$ cat src/rtl/conv_window_3x3_pkg.sv
// -----------------------------------------------------------------------------
// conv_window_3x3_pkg
// Shared constants for the 3x3 convolution window generator: kernel size,
// default (MNIST) image geometry and the window element packing index.
// No ports (package).
// -----------------------------------------------------------------------------
package conv_window_3x3_pkg;

    localparam int KERNEL_SZ = 3;
    localparam int WIN_ELEMS = KERNEL_SZ * KERNEL_SZ;

    // Default MNIST geometry.
    localparam int MNIST_W = 28;
    localparam int MNIST_H = 28;

    // Flat element index of window element (r,c); r=0 is the oldest row,
    // c=0 the leftmost column.
    function automatic int win_idx(input int r, input int c);
        return KERNEL_SZ * r + c;
    endfunction

endpackage

$ cat src/rtl/conv_window_3x3_if.sv
// -----------------------------------------------------------------------------
// conv_window_3x3_if
// Pixel-in / window-out bundle of the 3x3 window generator.
//   din_vld, din                       : raster pixel stream (master -> slave)
//   win_vld, win, win_row, win_col,
//   frame_done                         : window stream      (slave -> master)
// Modports: master (stream source / window sink), slave (the window block).
// -----------------------------------------------------------------------------
interface conv_window_3x3_if
    import conv_window_3x3_pkg::*;
#(
    parameter int DATA_W = 8,
    parameter int CNT_W  = 5
);

    logic                          din_vld;
    logic [DATA_W-1:0]             din;
    logic                          win_vld;
    logic [WIN_ELEMS*DATA_W-1:0]   win;
    logic [CNT_W-1:0]              win_row;
    logic [CNT_W-1:0]              win_col;
    logic                          frame_done;

    modport master (
        output din_vld, din,
        input  win_vld, win, win_row, win_col, frame_done
    );

    modport slave (
        input  din_vld, din,
        output win_vld, win, win_row, win_col, frame_done
    );

endinterface

$ cat src/rtl/conv_window_3x3_line_buf_fifo.sv
// -----------------------------------------------------------------------------
// line_buf_fifo
// One image row of delay, built as a circular RAM. On every enabled cycle the
// slot under the pointer is read (dout) and then overwritten with din, so dout
// is the pixel written DEPTH enables earlier.
//   clk  : rising-edge clock
//   rst  : synchronous active-high reset (pointer only)
//   en   : advance / write strobe
//   din  : pixel to store
//   dout : combinational read of the oldest stored pixel
// -----------------------------------------------------------------------------
module line_buf_fifo #(
    parameter int DATA_W = 8,
    parameter int DEPTH  = 28
) (
    input  logic              clk,
    input  logic              rst,
    input  logic              en,
    input  logic [DATA_W-1:0] din,
    output logic [DATA_W-1:0] dout
);

    localparam int PTR_W = (DEPTH > 1) ? $clog2(DEPTH) : 1;

    logic [DATA_W-1:0] mem [DEPTH];
    logic [PTR_W-1:0]  ptr;

    assign dout = mem[ptr];

    // NOTE: nonblocking assignments in clocked blocks so every flop samples
    // the pre-edge values of its neighbours, independent of statement order.
    always_ff @(posedge clk) begin
        if (rst) begin
            ptr <= '0;
        end else if (en) begin
            ptr <= (ptr == PTR_W'(DEPTH - 1)) ? '0 : ptr + 1'b1;
        end
    end

    // NOTE: the storage array is deliberately left out of reset; its contents
    // are never observed before being rewritten, and a resettable array would
    // prevent mapping onto RAM.
    always_ff @(posedge clk) begin
        if (en && !rst) begin
            mem[ptr] <= din;
        end
    end

endmodule

$ cat src/rtl/conv_window_3x3.sv
// -----------------------------------------------------------------------------
// conv_window_3x3
// Turns a raster pixel stream into every fully-inside 3x3 window, with the
// window centre position and an end-of-frame pulse. Two line buffers hold the
// previous two rows; a 3x3 register array shifts one column per pixel.
//   clk : rising-edge clock
//   rst : synchronous active-high reset
//   bus : conv_window_3x3_if.slave
//         din_vld/din in; win_vld/win/win_row/win_col/frame_done out
// Output timing: window for the pixel accepted at edge k is valid after k.
// -----------------------------------------------------------------------------
module conv_window_3x3
    import conv_window_3x3_pkg::*;
#(
    parameter int DATA_W = 8,
    parameter int IMG_W  = MNIST_W,
    parameter int IMG_H  = MNIST_H,
    parameter int CNT_W  = 5
) (
    input  logic               clk,
    input  logic               rst,
    conv_window_3x3_if.slave   bus
);

    logic [DATA_W-1:0] lb0_out;
    logic [DATA_W-1:0] lb1_out;
    logic [DATA_W-1:0] new_col [KERNEL_SZ];
    logic [DATA_W-1:0] win_q   [KERNEL_SZ][KERNEL_SZ];

    logic [CNT_W-1:0]  col_cnt;
    logic [CNT_W-1:0]  row_cnt;
    logic              last_col;
    logic              last_row;
    logic              emit;

    logic              win_vld_q;
    logic              frame_done_q;
    logic [CNT_W-1:0]  win_row_q;
    logic [CNT_W-1:0]  win_col_q;
    logic [WIN_ELEMS*DATA_W-1:0] win_flat;

    // Row delay chain: lb0 gives the row above, lb1 the row above that.
    line_buf_fifo #(.DATA_W(DATA_W), .DEPTH(IMG_W)) u_lb0 (
        .clk  (clk),
        .rst  (rst),
        .en   (bus.din_vld),
        .din  (bus.din),
        .dout (lb0_out)
    );

    line_buf_fifo #(.DATA_W(DATA_W), .DEPTH(IMG_W)) u_lb1 (
        .clk  (clk),
        .rst  (rst),
        .en   (bus.din_vld),
        .din  (lb0_out),
        .dout (lb1_out)
    );

    assign new_col[0] = lb1_out;
    assign new_col[1] = lb0_out;
    assign new_col[2] = bus.din;

    assign last_col = (col_cnt == CNT_W'(IMG_W - 1));
    assign last_row = (row_cnt == CNT_W'(IMG_H - 1));

    // Only windows whose three columns all lie in the current row and whose
    // rows are all of the current frame; this also hides stale line-buffer
    // data at frame start and the mixed-row columns at a row wrap.
    assign emit = bus.din_vld && (row_cnt >= CNT_W'(2)) && (col_cnt >= CNT_W'(2));

    always_ff @(posedge clk) begin
        if (rst) begin
            col_cnt <= '0;
            row_cnt <= '0;
        end else if (bus.din_vld) begin
            if (last_col) begin
                col_cnt <= '0;
                row_cnt <= last_row ? '0 : row_cnt + 1'b1;
            end else begin
                col_cnt <= col_cnt + 1'b1;
            end
        end
    end

    always_ff @(posedge clk) begin
        if (rst) begin
            for (int r = 0; r < KERNEL_SZ; r++) begin
                for (int c = 0; c < KERNEL_SZ; c++) begin
                    win_q[r][c] <= '0;
                end
            end
        end else if (bus.din_vld) begin
            for (int r = 0; r < KERNEL_SZ; r++) begin
                for (int c = 0; c < KERNEL_SZ - 1; c++) begin
                    win_q[r][c] <= win_q[r][c+1];
                end
                win_q[r][KERNEL_SZ-1] <= new_col[r];
            end
        end
    end

    always_ff @(posedge clk) begin
        if (rst) begin
            win_vld_q    <= 1'b0;
            frame_done_q <= 1'b0;
            win_row_q    <= '0;
            win_col_q    <= '0;
        end else begin
            win_vld_q    <= emit;
            frame_done_q <= emit && last_row && last_col;
            if (emit) begin
                // Centre of the window ending at (row_cnt, col_cnt).
                win_row_q <= row_cnt - 1'b1;
                win_col_q <= col_cnt - 1'b1;
            end
        end
    end

    // NOTE: combinational blocks assign a default first so no path leaves a
    // bit unassigned, which would otherwise infer a latch.
    always_comb begin
        win_flat = '0;
        for (int r = 0; r < KERNEL_SZ; r++) begin
            for (int c = 0; c < KERNEL_SZ; c++) begin
                win_flat[DATA_W*win_idx(r, c) +: DATA_W] = win_q[r][c];
            end
        end
    end

    assign bus.win_vld    = win_vld_q;
    assign bus.frame_done = frame_done_q;
    assign bus.win_row    = win_row_q;
    assign bus.win_col    = win_col_q;
    assign bus.win        = win_flat;

endmodule

$ cat src/flat_wrapper.sv
// flat-port wrapper written by rule: the top's interface ports become plain ports
module conv_window_3x3_flat import conv_window_3x3_pkg::*;
#(
    parameter int DATA_W = 8,
    parameter int IMG_W  = MNIST_W,
    parameter int IMG_H  = MNIST_H,
    parameter int CNT_W  = 5
)
  (clk, rst, bus_din_vld, bus_din, bus_win_vld, bus_win, bus_win_row, bus_win_col, bus_frame_done);
  conv_window_3x3_if #(.DATA_W(DATA_W), .CNT_W(CNT_W)) bus_i ();
  input  logic clk;
  input  logic rst;
  input wire logic [$bits(bus_i.din_vld)-1:0] bus_din_vld;
  input wire logic [$bits(bus_i.din)-1:0] bus_din;
  output wire logic [$bits(bus_i.win_vld)-1:0] bus_win_vld;
  output wire logic [$bits(bus_i.win)-1:0] bus_win;
  output wire logic [$bits(bus_i.win_row)-1:0] bus_win_row;
  output wire logic [$bits(bus_i.win_col)-1:0] bus_win_col;
  output wire logic [$bits(bus_i.frame_done)-1:0] bus_frame_done;
  assign bus_i.din_vld = bus_din_vld;
  assign bus_i.din = bus_din;
  assign bus_win_vld = bus_i.win_vld;
  assign bus_win = bus_i.win;
  assign bus_win_row = bus_i.win_row;
  assign bus_win_col = bus_i.win_col;
  assign bus_frame_done = bus_i.frame_done;
  conv_window_3x3 #(.DATA_W(DATA_W), .IMG_W(IMG_W), .IMG_H(IMG_H), .CNT_W(CNT_W)) u_core (.clk(clk), .rst(rst), .bus(bus_i));
endmodule
$ cat config.mk
export PLATFORM = sky130hd
export DESIGN_NAME = conv_window_3x3_flat
export DESIGN_NICKNAME = d
export VERILOG_FILES = /design/src/rtl/conv_window_3x3_pkg.sv /design/src/rtl/conv_window_3x3_if.sv /design/src/rtl/conv_window_3x3_line_buf_fifo.sv /design/src/rtl/conv_window_3x3.sv /design/src/flat_wrapper.sv
export SDC_FILE = /design/constraint.sdc
export NUM_CORES = 1
export LEC_CHECK = 0
export CAP_MARGIN = 0
export CORE_MARGIN = 2
export CORE_UTILIZATION = 28
export DETAILED_ROUTE_END_ITERATION = 6
export GPL_TIMING_DRIVEN = 0
export SYNTH_ARGS = -nofsm -noshare
export SYNTH_HDL_FRONTEND = slang
export SYNTH_SLANG_ARGS = --single-unit
$ cat constraint.sdc
create_clock -name clk -period 5.34 [get_ports clk]
set_input_delay 1.068 -clock clk [delete_from_list [all_inputs] [get_ports clk]]
set_output_delay 1.068 -clock clk [all_outputs]
set_load 0.02 [all_outputs]
==> results of run 1 <==
[kinds of logic after synthesis]
kind of cell	count (synthesis)	share of synthesized area, %
muxes	178	12.1
adders and majority gates	14	0.785
and+or+nand+nor	265	6.06
DFF	562	73.8
xor gates and xnor gates	10	0.393
buffers and inverters	90	2.29
AOI/OAI and AO/OA	150	4.65
[worst max-delay path, cell delays in order]
cell	delay, ps
clkdlybuf4s50_1	580
nor2b_1	160
clkbuf_1	520
clkbuf_1	680
nand2_1	440
nor2_1	860
[registers in the layout, indices dropped and copies added (netlist names), named ones only]
name / flops
u_core.u_lb1.mem: 224
u_core.row_cnt: 5
u_core.bus.win_row: 5
u_core.u_lb0.ptr: 5
u_core.u_lb1.ptr: 5
u_core.col_cnt: 5
u_core.bus.frame_done: 1
u_core.u_lb0.mem: 224
u_core.bus.win_vld: 1
u_core.win_q: 72
u_core.bus.win_col: 5
[area by class of cell]
cell class                 count  area, um^2  share of cell area, %
sequential                   562       16500                   61.7
multi-input combinational    617        5410                   20.3
tap                         1050        1310                   4.93
inverter                      14        52.6                  0.197
timing repair buffer          98        1020                   3.82
clock buffer                  72        1590                   5.95
clock inverter                36         375                   1.41
buffer                        76         458                   1.72
[report_power, final]
| group | total [W] | internal [W] | switching, W |
|---|---|---|---|
| logic | 0.000638 | 0.000241 | 0.000397 |
| clock network | 0.00412 | 0.00244 | 0.00168 |
| registers | 0.00494 | 0.00491 | 0.0000264 |
| total | 0.00970 | 0.00760 | 0.00210 |
[cell usage in the layout, fill, tap and decap left out, drive strengths merged, types with 3 or more instances in the layout]
cell type      instances
a311oi                 7
a2111oi                4
a211oi                15
nor3                   4
a221oi                19
mux2                   9
nor2b                 13
and2                  61
xnor2                  6
o21ai                 19
a2bb2oi                8
nand4                  8
clkdlybuf4s50         93
dfxtp                 42
or2                    6
nand2b                10
or3b                   3
nand2                 44
ha                    14
a31oi                  7
nor3b                  3
nand3b                 4
buf                   38
a22oi                 18
nand3                 22
inv                   16
bufinv                 7
a21oi                 46
clkbuf               115
edfxtp               520
clkinv                25
xor2                   4
mux4                  63
a31o                   4
nor2                  77
mux2i                106
[final timing paths]
path | startpoint | cells past startpoint | endpoint
worst max register to register | register | 9 | u_core.u_lb1.mem[5][0]
worst max-delay path | bus_din_vld | 6 | u_core.u_lb1.mem[21][2]
worst min-delay path | u_core.bus.win_col[0] | 2 | u_core.bus.win_col[0]
worst min register to register | u_core.bus.win_col[0] | 2 | u_core.bus.win_col[0]
[synth_stat cells, types with 14 or more instances]
cell | n | area (um^2)
dfxtp_1 | 42 | 841
clkbuf_1 | 42 | 158
mux4_1 | 29 | 762
a22oi_1 | 18 | 135
nand2_1 | 44 | 165
and2_1 | 60 | 375
o21ai_0 | 16 | 80.1
mux2i_1 | 106 | 1060
mux4_2 | 34 | 766
a211oi_1 | 15 | 113
nand3_1 | 22 | 110
a221oi_1 | 16 | 140
a21oi_1 | 46 | 230
nor2_1 | 77 | 289
edfxtp_1 | 520 | 15600
ha_1 | 14 | 175
[per-stage QoR]
step                      utilization (%)  worst slack (ps)
after floorplan                         -              2300
after global placement               31.1               311
after detailed placement             31.3               387
after CTS                            33.8              1020
after global routing                 33.8              1010
final                                33.8              1230
[layer usage]
layer | share of wire, % | wire, um | vias to the layer above | track usage (%)
met5 | 0.025 | 13 | - | 0
met4 | 2.8 | 1470 | 2 | 4.06
met3 | 5.6 | 2930 | 86 | 2.18
met2 | 48 | 25000 | 360 | 20.6
met1 | 43 | 22400 | 6077 | 16.6
li1 | - | - | 5301 | -
==> flow_metrics.env, run 1 <==
export IMPL_synth_area_um2=22300
export IMPL_min_path_type="register to register"
export IMPL_grt_overflow=0
export IMPL_wl_per_cell_um=20.5
export IMPL_ys_types=54
export IMPL_cts_tree="built"
export IMPL_synth_seq_cells=562
export IMPL_path_clk_slew_ps=60
export IMPL_place_hpwl_um=34800
export IMPL_syn_avg_cell_area_um2=17.6
export IMPL_synth_warnings=0
export IMPL_finalSetupViolCount=0
export IMPL_clk_insertion_delay_late_ps=630
export IMPL_cts_hold_buf=0
export IMPL_start_util_pct=28.3
export IMPL_port_buffers=93
export IMPL_grt_pass1_vias=12000
export IMPL_ctsResizeCount=0
export IMPL_nFillCells=7542
export IMPL_tns_ps=0
export IMPL_io_pin_count=95
export IMPL_powerDensity_nw_per_um2=364
export IMPL_reg2reg_slack_ps=2010
export IMPL_drv_slew=0
export IMPL_htree_levels=2
export IMPL_crit_required_ps=5560
export IMPL_grt_use_total_pct=12.4
export IMPL_arrival_ps=4340
export IMPL_postPlaceCellArea_um2=24700
export IMPL_place_inst=2417
export IMPL_wl_um=51800
export IMPL_postCtsSetupBuffers=0
export IMPL_finClkSkew_ps=45.0
export IMPL_num_rows=103
export IMPL_cap_violations=0
export IMPL_critPathMaxFanout=10
export IMPL_fin_crit_ps=4110
export IMPL_critical_path_endpoint_type="register"
export IMPL_slew_limit_headroom_pct=16.9
export IMPL_p_leak_nw=8.35
export IMPL_final_area_um2=26700
export IMPL_globalplace_congestion=0.820
export IMPL_drive_gt1_share_pct=12.8
export IMPL_first_pass_iters=5
export IMPL_layout_cells_non_filler=2525
export IMPL_synth_flop_cell="edfxtp_1"
export IMPL_hold_violations=0
export IMPL_cts_buffer_depth=3
export IMPL_cts_buffers=57
export IMPL_period_share_pct=77.1
export IMPL_vias=11800
export IMPL_drc=0
export IMPL_fp_dieW_um=286
export IMPL_async_flop_share_pct=0
export IMPL_vias_per_cell=4.68
export IMPL_worst_slew_pin_transition_ps=1240
export IMPL_grt_start_max_net_pins=70
export IMPL_outcome="complete, no violations"
export IMPL_critPathKind="input pin to register"
export IMPL_drt_iter0_drc=1002
export IMPL_p_total_w=0.00970
export IMPL_start_kind="input pin"
export IMPL_ant_nets=0
export IMPL_cts_sinks=562
export IMPL_final_nets=1451
export IMPL_synth_net_count=1294
export IMPL_synth_edff_count=520
export IMPL_die_area_um2=81900
export IMPL_antenna_found_initial=3
export IMPL_rsz0062_at_grt="no"
export IMPL_netlist_instances=1269
export IMPL_grt_pass1_wl_um=76900
export IMPL_coreArea_um2=78900
export IMPL_antenna_cells=0
export IMPL_hold_ws_ps=479
export IMPL_die_h_um=286
export IMPL_syn_to_final_growth_pct=19.6
export IMPL_clockRootBuffer="clkbuf_16"
export IMPL_fmaxAchievable_mhz=243
export IMPL_yosysSeqAreaShare_pct=73.8
export IMPL_ir_worst_vdd_mv=0.278
(Power assumes the default switching activity.)
==> inputs of run 2 (changes only) <==
==> constraint.sdc (replaced) <==
create_clock -name clk -period 4.1 [get_ports clk]
set_input_delay 0.82 -clock clk [delete_from_list [all_inputs] [get_ports clk]]
set_output_delay 0.82 -clock clk [all_outputs]
set_load 0.02 [all_outputs]
==> results of run 2 <==
The final DEF is identical to that of run 1. Status: complete, no violations.
Among the figures that moved: setup slack after placement 387 ps -> -605 ps; setup slack after layout 1230 ps -> 234 ps; register-to-register setup slack 2010 ps -> 770 ps; total power 0.00970 W -> 0.0126 W; worst IR drop on VDD 0.278 mV -> 0.362 mV
==> inputs of run 3 (changes only) <==
--- a/config.mk
+++ b/config.mk
@@ -8,6 +8,7 @@
 export CAP_MARGIN = 0
 export CORE_MARGIN = 2
 export CORE_UTILIZATION = 28
+export CTS_CLUSTER_DIAMETER = 150
 export DETAILED_ROUTE_END_ITERATION = 6
 export GPL_TIMING_DRIVEN = 0
 export SYNTH_ARGS = -nofsm -noshare
==> results of run 3 <==
The final DEF is identical to that of run 1. Status: complete, no violations.
Among the figures that moved: setup slack after placement 387 ps -> -605 ps; setup slack after layout 1230 ps -> 234 ps; register-to-register setup slack 2010 ps -> 770 ps; total power 0.00970 W -> 0.0126 W; worst IR drop on VDD 0.278 mV -> 0.362 mV
